[config.mk]
export PLATFORM = sky130hd
export DESIGN_NAME = pc_fetch_unit
export DESIGN_NICKNAME = d
export VERILOG_FILES = /design/src/rtl/pc_fetch_unit.sv
export SDC_FILE = /design/constraint.sdc
export NUM_CORES = 1
export LEC_CHECK = 0
export ABC_AREA = 1
export BUFFER_PORTS_ARGS = -buffer_cell sky130_fd_sc_hd__buf_2
export CAP_MARGIN = 0
export CORE_MARGIN = 8
export CORE_UTILIZATION = 25
export CTS_CLUSTER_DIAMETER = 50
export DETAILED_ROUTE_END_ITERATION = 7
export PLACE_DENSITY_LB_ADDON = 0.08
export SYNTH_ARGS = -nofsm -noshare
export SYNTH_HDL_FRONTEND = slang
export SYNTH_SLANG_ARGS = --single-unit
[constraint.sdc]
create_clock -name clk -period 5.1 [get_ports clk]
set_input_delay 0.51 -clock clk [delete_from_list [all_inputs] [get_ports clk]]
set_output_delay 0.51 -clock clk [all_outputs]
set_load 0.01 [all_outputs]
[src/rtl/pc_fetch_unit.sv]
// Program counter and fetch stage feeding an IF/ID register with a valid/ready handshake.
// Optional macro MISALIGN_TRAP_EN: a misaligned redirect traps into a sticky FAULT state.
module pc_fetch_unit #(
    parameter logic [31:0] RESET_PC = 32'h0000_0000,
    parameter logic [31:0] NOP_INST = 32'h0000_0013
) (
    input  logic        clk,
    input  logic        reset,
    output logic [31:0] inst_add,
    input  logic [31:0] inst_code,
    input  logic        redirect_valid,
    input  logic [31:0] redirect_target,
    input  logic        id_ready,
    output logic        if_valid,
    output logic [31:0] if_pc,
    output logic [31:0] if_pc_plus4,
    output logic [31:0] if_inst,
    output logic        fetch_fault
);

    // Handshake: a transfer happens when if_valid && id_ready; if_* hold while if_valid && !id_ready.
    typedef enum logic [1:0] {
        ST_BOOT  = 2'd0,
        ST_RUN   = 2'd1,
        ST_FAULT = 2'd2
    } state_t;

    state_t      state_q, state_d;
    logic [31:0] pc_q, pc_d;
    logic        if_valid_q, if_valid_d;
    logic [31:0] if_pc_q, if_pc_d;
    logic [31:0] if_pc_plus4_q, if_pc_plus4_d;
    logic [31:0] if_inst_q, if_inst_d;
    logic        fault_q, fault_d;
    logic        trap;
    logic [31:0] aligned_target;

    assign aligned_target = redirect_target & ~32'h0000_0003;

`ifdef MISALIGN_TRAP_EN
    assign trap = redirect_valid && (redirect_target[1:0] != 2'b00);
`else
    assign trap = 1'b0;
`endif

    always_comb begin
        state_d       = state_q;
        pc_d          = pc_q;
        if_valid_d    = if_valid_q;
        if_pc_d       = if_pc_q;
        if_pc_plus4_d = if_pc_plus4_q;
        if_inst_d     = if_inst_q;
        fault_d       = fault_q;
        case (state_q)
            ST_BOOT: begin
                state_d = ST_RUN;
                if (trap) begin
                    state_d    = ST_FAULT;
                    if_valid_d = 1'b0;
                    fault_d    = 1'b1;
                end else if (redirect_valid) begin
                    pc_d = aligned_target;
                end
            end
            ST_RUN: begin
                if (trap) begin
                    state_d    = ST_FAULT;
                    if_valid_d = 1'b0;
                    fault_d    = 1'b1;
                end else if (redirect_valid) begin
                    pc_d       = aligned_target;
                    if_valid_d = 1'b0;
                end else if (!if_valid_q || id_ready) begin
                    if_pc_d       = pc_q;
                    if_inst_d     = inst_code;
                    if_pc_plus4_d = pc_q + 32'd4;
                    if_valid_d    = 1'b1;
                    pc_d          = pc_q + 32'd4;
                end
            end
            ST_FAULT: begin
                // Frozen until reset: no captures, redirects ignored.
                state_d = ST_FAULT;
            end
            default: begin
                state_d = ST_BOOT;
            end
        endcase
    end

    always_ff @(posedge clk or posedge reset) begin
        if (reset) begin
            state_q       <= ST_BOOT;
            pc_q          <= RESET_PC;
            if_valid_q    <= 1'b0;
            if_pc_q       <= 32'h0000_0000;
            if_pc_plus4_q <= 32'h0000_0004;
            if_inst_q     <= NOP_INST;
            fault_q       <= 1'b0;
        end else begin
            state_q       <= state_d;
            pc_q          <= pc_d;
            if_valid_q    <= if_valid_d;
            if_pc_q       <= if_pc_d;
            if_pc_plus4_q <= if_pc_plus4_d;
            if_inst_q     <= if_inst_d;
            fault_q       <= fault_d;
        end
    end

    assign inst_add    = pc_q;
    assign if_valid    = if_valid_q;
    assign if_pc       = if_pc_q;
    assign if_pc_plus4 = if_pc_plus4_q;
    assign if_inst     = if_inst_q;
    assign fetch_fault = fault_q;

endmodule

Word level (Yosys, flattened, before mapping):

Cells that the tools add are included.

* add/sub/neg operators: 1
* equal/unequal tests: 4
* muxes and demuxes: 7
* bitwise operators: 1
* reductions and logical operators: 8

Operator list (count)
* $mux 32: 3
* $pmux 32 s2: 1
* $add 32x3->32 const B: 1
* $pmux 2 s3: 1
* $reduce_and 3->1: 2
* $reduce_bool 2->1: 2
* $ne 3x3->1 const B: 1
* $eq 2x1->1 const B: 1
* $eq 2x2->1 const B: 1
* $logic_not 2->1: 1
* $mux 1: 2
* $ne 2x2->1 const B: 1
* $reduce_and 2->1: 1
* $logic_not 1->1: 1
* $logic_or 1x1->1: 1
* $not 1->1: 1

* bits in registers: 131
* bits of input ports: 68
* logic and storage cells: 27

Longest topological paths before layout:

Gate-level depths: netlist (run 1).

* depth after elaboration: 5
* mapped depth: 10
* mapped depth without buffers: 9

Least setup slack after synthesis (run 1):

No wires, ideal clock.

* path kind: register -> register
* from: register pc_q[3], in the netlist inst_add[3]
* to: register pc_q[18], in the netlist inst_add[18]
* library setup time: 116 ps
* arrival: 1414 ps
* data required time: 4984 ps
* setup slack: 3570 ps
* cell stages (with the launch flop): 10
* buffers on the path: 0
* clock period less this slack: 1530 ps
* cell sequence: dfrtp_1 ha_1 nand2_1 nor2_2 nand2_2 nor2_4 xor2_1 nand2_1 nand2_1 nand2_1

* longest elaborated chain between the ends: 4

RTL lines
* from (decl): RTL line 29 `logic [31:0] pc_q, pc_d;`
* from (signal assigned): RTL line 102 `pc_q <= pc_d;`
* $add 32x3->32: RTL line 78 `pc_d = pc_q + 32'd4;`
* $mux 32: RTL line 73 `end else if (!if_valid_q || id_ready) begin`
* $mux 32: RTL line 70 `end else if (redirect_valid) begin`
* $pmux 32 s2: RTL line 54 `case (state_q)`

No other way between the ends. The select of a mux whose other input is x is not followed.
A chain may end at the register's enable or synchronous reset.

Worst setup path in the final report (run 1):

* from: register state_q[1]
* to: register if_pc_q[19], in the netlist if_pc[19]

* longest elaborated chain between the ends: 2

RTL lines
* from (decl): RTL line 28 `state_t state_q, state_d;`
* from (signal assigned): RTL line 101 `state_q <= state_d;`
* $eq 2x1->1: RTL line 54
* $reduce_and 3->1 (no source line)
* to (signal assigned): RTL line 104 `if_pc_q <= if_pc_d;`
* to (decl): RTL line 31 `logic [31:0] if_pc_q, if_pc_d;`

No other way between the ends.

==> impl_metrics.env, run 1 <==
export IMPL_period_minus_slack_ns=2.55
export IMPL_max_slew_margin_rel_pct=37.4
export IMPL_start_kind="register"
export IMPL_internal_power_uw=2260
export IMPL_seq_area_frac_synth_pct=53.7
export IMPL_worst_endpoint_required_ns=5.38
export IMPL_core_rowCount=56
export IMPL_fin_skew_ns=0.0123
export IMPL_max_clock_freq_mhz=392
export IMPL_r2r_end="if_pc[19]"
export IMPL_p_leak_uw=0.00406
export IMPL_ir_drop_uv=197
export IMPL_ys_warn_count=0
export IMPL_ctsLongestPathBuffers=2
export IMPL_p_comb_share_pct=17.7
export IMPL_path_class="reg2reg"
export IMPL_rr_worst_depth=9
export IMPL_gp_congestion=0.751
export IMPL_grt_use_total_pct=14.6
export IMPL_hold_violations=0
export IMPL_fin_setup_tns_ns=0
export IMPL_cts_buffers=17
export IMPL_wl_per_cell_um=16.3
export IMPL_min_path_type="in2async"
export IMPL_drive_above_1_share_pct=26.7
export IMPL_io_pins=198
export IMPL_clock_latency_ns=0.42
export IMPL_drv_cap=0
export IMPL_whs_ns=0.287
export IMPL_status="complete, no violations"
export IMPL_synthCells=740
export IMPL_worstSetupEndpointType="register"
export IMPL_ff2ff_setup_slack_ns=2.55
export IMPL_cts_setup_buffers=0
export IMPL_r2r_start="state_q[1]"
export IMPL_clk_pin_slew_ns=0.06
export IMPL_coreArea_um2=23200
export IMPL_final_setup_viol_count=0
export IMPL_async_flop_share_pct=100
export IMPL_wirelength_um=20400
export IMPL_ys_ff_latch=125
export IMPL_cts_num_sinks=125
export IMPL_num_vias=5267
export IMPL_drtIter0Drc=314
export IMPL_swShare_pct=29.2
export IMPL_syn_avg_cell_area_um2=7.89
export IMPL_dieArea_um2=28500
export IMPL_rsz0062_at_grt="no"
export IMPL_fp_dieH_um=169
export IMPL_dp_final_hpwl_um=14700
export IMPL_p_per_area_nw_per_um2=413
export IMPL_pwr_share_clk_pct=43.4
export IMPL_cp_arrival_ns=2.83
export IMPL_worstMarginPinSlew_ns=0.939
export IMPL_start_util_pct=25.2
export IMPL_report_final_slew_viol_count=0
export IMPL_io_buffers=188
export IMPL_cts_tree="yes"
export IMPL_power_uw=3190
export IMPL_synthToLayoutAreaGrowth_pct=32.3
export IMPL_nNetsFinal=992
export IMPL_synth_main_ff_cell="dfrtp_1"
export IMPL_grt_antenna_before_repair=1
export IMPL_synth_area_um2=5840
export IMPL_power_frac_seq_pct=38.9
export IMPL_crit_path_max_fanout=51
export IMPL_die_x_um=169
export IMPL_grt_first_pass_wirelength_um=32000
export IMPL_postRouteAntennaNets=0
export IMPL_postCtsHoldBufs=0
export IMPL_cts_root_buf="clkbuf_16"
export IMPL_worstSetupStartpoint="state_q[1]"
export IMPL_grt_pass1_vias=5392
export IMPL_avgViaCountPerCell=4.19
export IMPL_cts_resized=0
export IMPL_grt_ovfl_total=0
export IMPL_synth_edf_count=0
export IMPL_grt_max_degree=100
export IMPL_min_period_over_period_pct=50.0
export IMPL_first_pass_iters=4
export IMPL_synth_distinct_cells=31
export IMPL_drc_errors=0
export IMPL_cts_max_level=4
export IMPL_p_sw_uw=930
registers in the layout, indices dropped and copies added, names as in the netlist:
register,cells
if_inst,32
if_pc,30
if_pc_plus4,30
inst_add,30
state_q,2
if_valid,1
power groups by stage:
| stage | Clock (uW) | Combinational [uW] | Sequential [uW] |
|---|---|---|---|
| 2_1_floorplan | 0 | 246 | 1310 |
| 3_3_place_gp | 0 | 581 | 1260 |
| 3_5_place_dp | 0 | 580 | 1260 |
| 4_1_cts | 1420 | 582 | 1240 |
| 5_1_grt | 1460 | 641 | 1260 |
| 6_report | 1380 | 564 | 1240 |
per-layer routing:
metal	up-vias	track usage (%)	routed length [um]	share of wire [%]
met5	-	0	0	0
met4	0	4.31	213	1.0
met3	15	4.40	1380	6.7
met2	143	22.1	8980	44
met1	2434	19.7	9850	48
li1	2675	-	-	-
cells in the final DEF, fill, tap and decap left out, drive strengths merged, types with 2 or more instances in the layout:
master,n
a31oi,8
buf,195
clkbuf,21
and2,3
a21oi,18
nor2,71
o21ai,70
o21bai,2
xor2,5
a22oi,3
conb,7
dfrtp,121
clkinv,5
inv,59
nand2,304
bufinv,6
dfstp,4
nand3,28
cell usage after synthesis (all sizes together) (2+ instances only):
cell type | number | share of area (%)
clkbuf | 11 | 0.71
and2 | 3 | 0.32
dfstp | 4 | 1.8
o21ai | 70 | 6.1
a21oi | 18 | 1.5
nand2 | 304 | 20
o21bai | 2 | 0.26
dfrtp | 121 | 52
nor2 | 71 | 5.9
inv | 60 | 3.9
xor2 | 5 | 0.75
nand3 | 28 | 2.4
buf | 26 | 2.8
a22oi | 3 | 0.39
a31oi | 8 | 0.86
worst max-delay path by stage:
stage,depth (start not counted),slack [ns],end
final,9,2.55,if_pc[19]
after global routing,9,2.26,if_pc_plus4[24]
after CTS,9,2.44,if_pc[19]
after detailed placement,8,2.27,if_pc[19]
after global placement,7,2.26,if_pc[22]
after floorplan,1,1.27,if_inst[10]
worst max-delay path: stages (launching register included):
cell      delay, ns
dfrtp_1        0.37
inv_2          0.08
nand2_2        0.10
nor2_4         0.10
inv_2          0.30
nor2_8         0.19
clkinv_2       0.51
buf_4          0.53
nand2_1        0.13
o21ai_1        0.07
logic make-up after synthesis:
family / synth area share, %
and+or+nand+nor: 28.5
DFF: 53.7
AOI/OAI and AO/OA: 9.49
buffers and inverters: 7.35
xor gates and xnor gates: 0.750
adders and majority gates: 0.214
other: 0.0642
layout make-up:
cell class | count | area [um^2]
Fill cell | 2565 | 15500
Sequential cell | 125 | 3130
Multi-Input combinational cell | 524 | 2310
Timing Repair Buffer | 195 | 993
Clock buffer | 21 | 440
Tap cell | 319 | 399
Inverter | 60 | 231
Clock inverter | 11 | 215
Antenna cell | 1 | 2.50
per-stage QoR:
step / utilization (%) / worst slack (ns) / std cells / area (um^2)
floorplan: - / 1.27 / 746 / 5860
global placement: 30.5 / 2.26 / 1223 / 7060
detailed placement: 30.5 / 2.27 / 1223 / 7060
CTS: 33.3 / 2.44 / 1255 / 7720
global route: 33.3 / 2.26 / 1255 / 7720
finish: 33.3 / 2.55 / 1256 / 7720
Power figures use the tool's default switching activity.
==> inputs of run 2 (changes only) <==
==> constraint.sdc (replaced) <==
create_clock -name clk -period 2.5 [get_ports clk]
set_input_delay 0.25 -clock clk [delete_from_list [all_inputs] [get_ports clk]]
set_output_delay 0.25 -clock clk [all_outputs]
set_load 0.01 [all_outputs]
==> impl_metrics.env, run 2 (synthesis results as in run 1) <==
export IMPL_clk_pin_slew_ns=0.06
export IMPL_wirelength_um=20500
export IMPL_cp_arrival_ns=2.07
export IMPL_dp_cells=1227
export IMPL_cts_num_sinks=125
export IMPL_fin_setup_tns_ns=0
export IMPL_min_path_type="in2reg"
export IMPL_status="complete, no violations"
export IMPL_max_slew_margin_rel_pct=61.3
export IMPL_min_period_over_period_pct=71.6
export IMPL_fp_dieH_um=169
export IMPL_start_kind="register"
export IMPL_nFillCells=2563
export IMPL_grt_antenna_before_repair=1
export IMPL_first_pass_iters=5
export IMPL_cts_tree="yes"
export IMPL_worst_endpoint_required_ns=2.78
export IMPL_grt_first_pass_wirelength_um=32700
export IMPL_worstMarginPinSlew_ns=0.580
export IMPL_wl_per_cell_um=16.3
export IMPL_core_rowCount=56
export IMPL_crit_chain="inv_1 -> nor2_4 -> buf_4 -> nor2_8 -> clkinv_2 -> buf_12 -> o21ai_0"
export IMPL_p_leak_uw=0.00409
export IMPL_coreArea_um2=23200
export IMPL_dieArea_um2=28500
export IMPL_max_clock_freq_mhz=558
export IMPL_io_buffers=188
export IMPL_synthToLayoutAreaGrowth_pct=33.3
export IMPL_period_minus_slack_ns=1.79
export IMPL_cts_resized=0
export IMPL_worstSetupEndpointType="register"
export IMPL_grt_pass1_vias=5559
export IMPL_nNetsFinal=997
export IMPL_cts_buffers=17
export IMPL_io_pins=198
export IMPL_num_vias=5301
export IMPL_rsz0062_at_grt="no"
export IMPL_crit_slowest_cell="buf_12"
export IMPL_final_common_cell="nand2_1"
export IMPL_dp_final_hpwl_um=14600
export IMPL_drv_cap=0
export IMPL_final_setup_viol_count=0
export IMPL_drive_above_1_share_pct=27.4
export IMPL_drc_errors=0
export IMPL_slowest_delay_ns=0.41
export IMPL_postRouteAntennaNets=0
export IMPL_clock_latency_ns=0.42
export IMPL_report_final_slew_viol_count=0
export IMPL_avgViaCountPerCell=4.21
export IMPL_path_class="reg2reg"
export IMPL_gp_congestion=0.732
export IMPL_largest_register_ffs=32
export IMPL_grt_use_total_pct=14.8
export IMPL_grt_ovfl_total=0
export IMPL_cts_max_level=4
export IMPL_insertedDiodeCount=0
export IMPL_grt_max_degree=119
export IMPL_final_cells=1260
export IMPL_cts_root_buf="clkbuf_16"
export IMPL_die_x_um=169
export IMPL_ir_drop_uv=398
export IMPL_start_util_pct=25.2
export IMPL_fin_skew_ns=0.0117
export IMPL_ctsLongestPathBuffers=2
export IMPL_drtIter0Drc=267
export IMPL_p_per_area_nw_per_um2=826
export IMPL_hold_violations=0
export IMPL_crit_path_max_fanout=118
export IMPL_layout_common_cells="nand2_1, buf_2, dfrtp_1"
run 2: repair_timing:
| action | in CTS | in global routing |
|---|---|---|
| hold buffers | 1 | 0 |
| endpoints found under the hold margin | 9 | 0 |
| buffers inserted | 0 | 0 |
run 2: cell type report:
class	count	area, um^2	share of cell area, %
Sequential cell	125	3130	40.3
Multi-Input combinational cell	524	2310	29.6
Timing Repair Buffer	200	1070	13.8
Clock buffer	19	453	5.82
Tap cell	319	399	5.13
Inverter	60	230	2.96
Clock inverter	13	188	2.41
run 2: worst max-delay path: cells and delay by family (launching register included):
kind	cells	cell delay [ns]
buffers and inverters	4	0.88
and+or+nand+nor	2	0.18
DFF	1	0.36
AOI/OAI and AO/OA	1	0.17
run 2: power by group:
group | switching [uW] | internal, uW
Clock | 1000 | 1730
Sequential | 217 | 2310
Combinational | 732 | 434
Total | 1950 | 4470
run 2: path summary, 6_finish.rpt:
check                      depth (start not counted)  slack, ns          start         endpoint
max                                                7       0.71       if_valid  if_pc_plus4[17]
min                                                3       0.03  inst_code[18]      if_inst[18]
min reg2reg                                        1       0.44     state_q[1]       state_q[0]
min in group asynchronous                          3       0.34          reset      if_inst[15]
max in group asynchronous                          4       1.54          reset       if_inst[4]
max reg2reg                                        7       0.71       if_valid  if_pc_plus4[17]
run 2: routing by layer:
metal | vias up | part of all wire, % | global-route usage [%]
met5 | - | 0.063 | 0
met4 | 2 | 1.1 | 4.19
met3 | 17 | 7.0 | 4.61
met2 | 153 | 43 | 22.4
met1 | 2447 | 49 | 20.0
li1 | 2682 | - | -
run 2: through the flow:
stage	power [uW]	area, um^2	utilization (%)	hold WS (ns)	setup slack (ns)
5_1_grt	6790	7780	33.5	0.0276	0.455
4_1_cts	6540	7780	33.5	0.00803	0.660
3_3_place_gp	3770	7130	30.7	0.245	0.698
6_report	6430	7780	33.5	0.0306	0.709
2_1_floorplan	3180	5860	-	0.346	0.714
3_5_place_dp	3770	7130	30.7	0.242	0.683
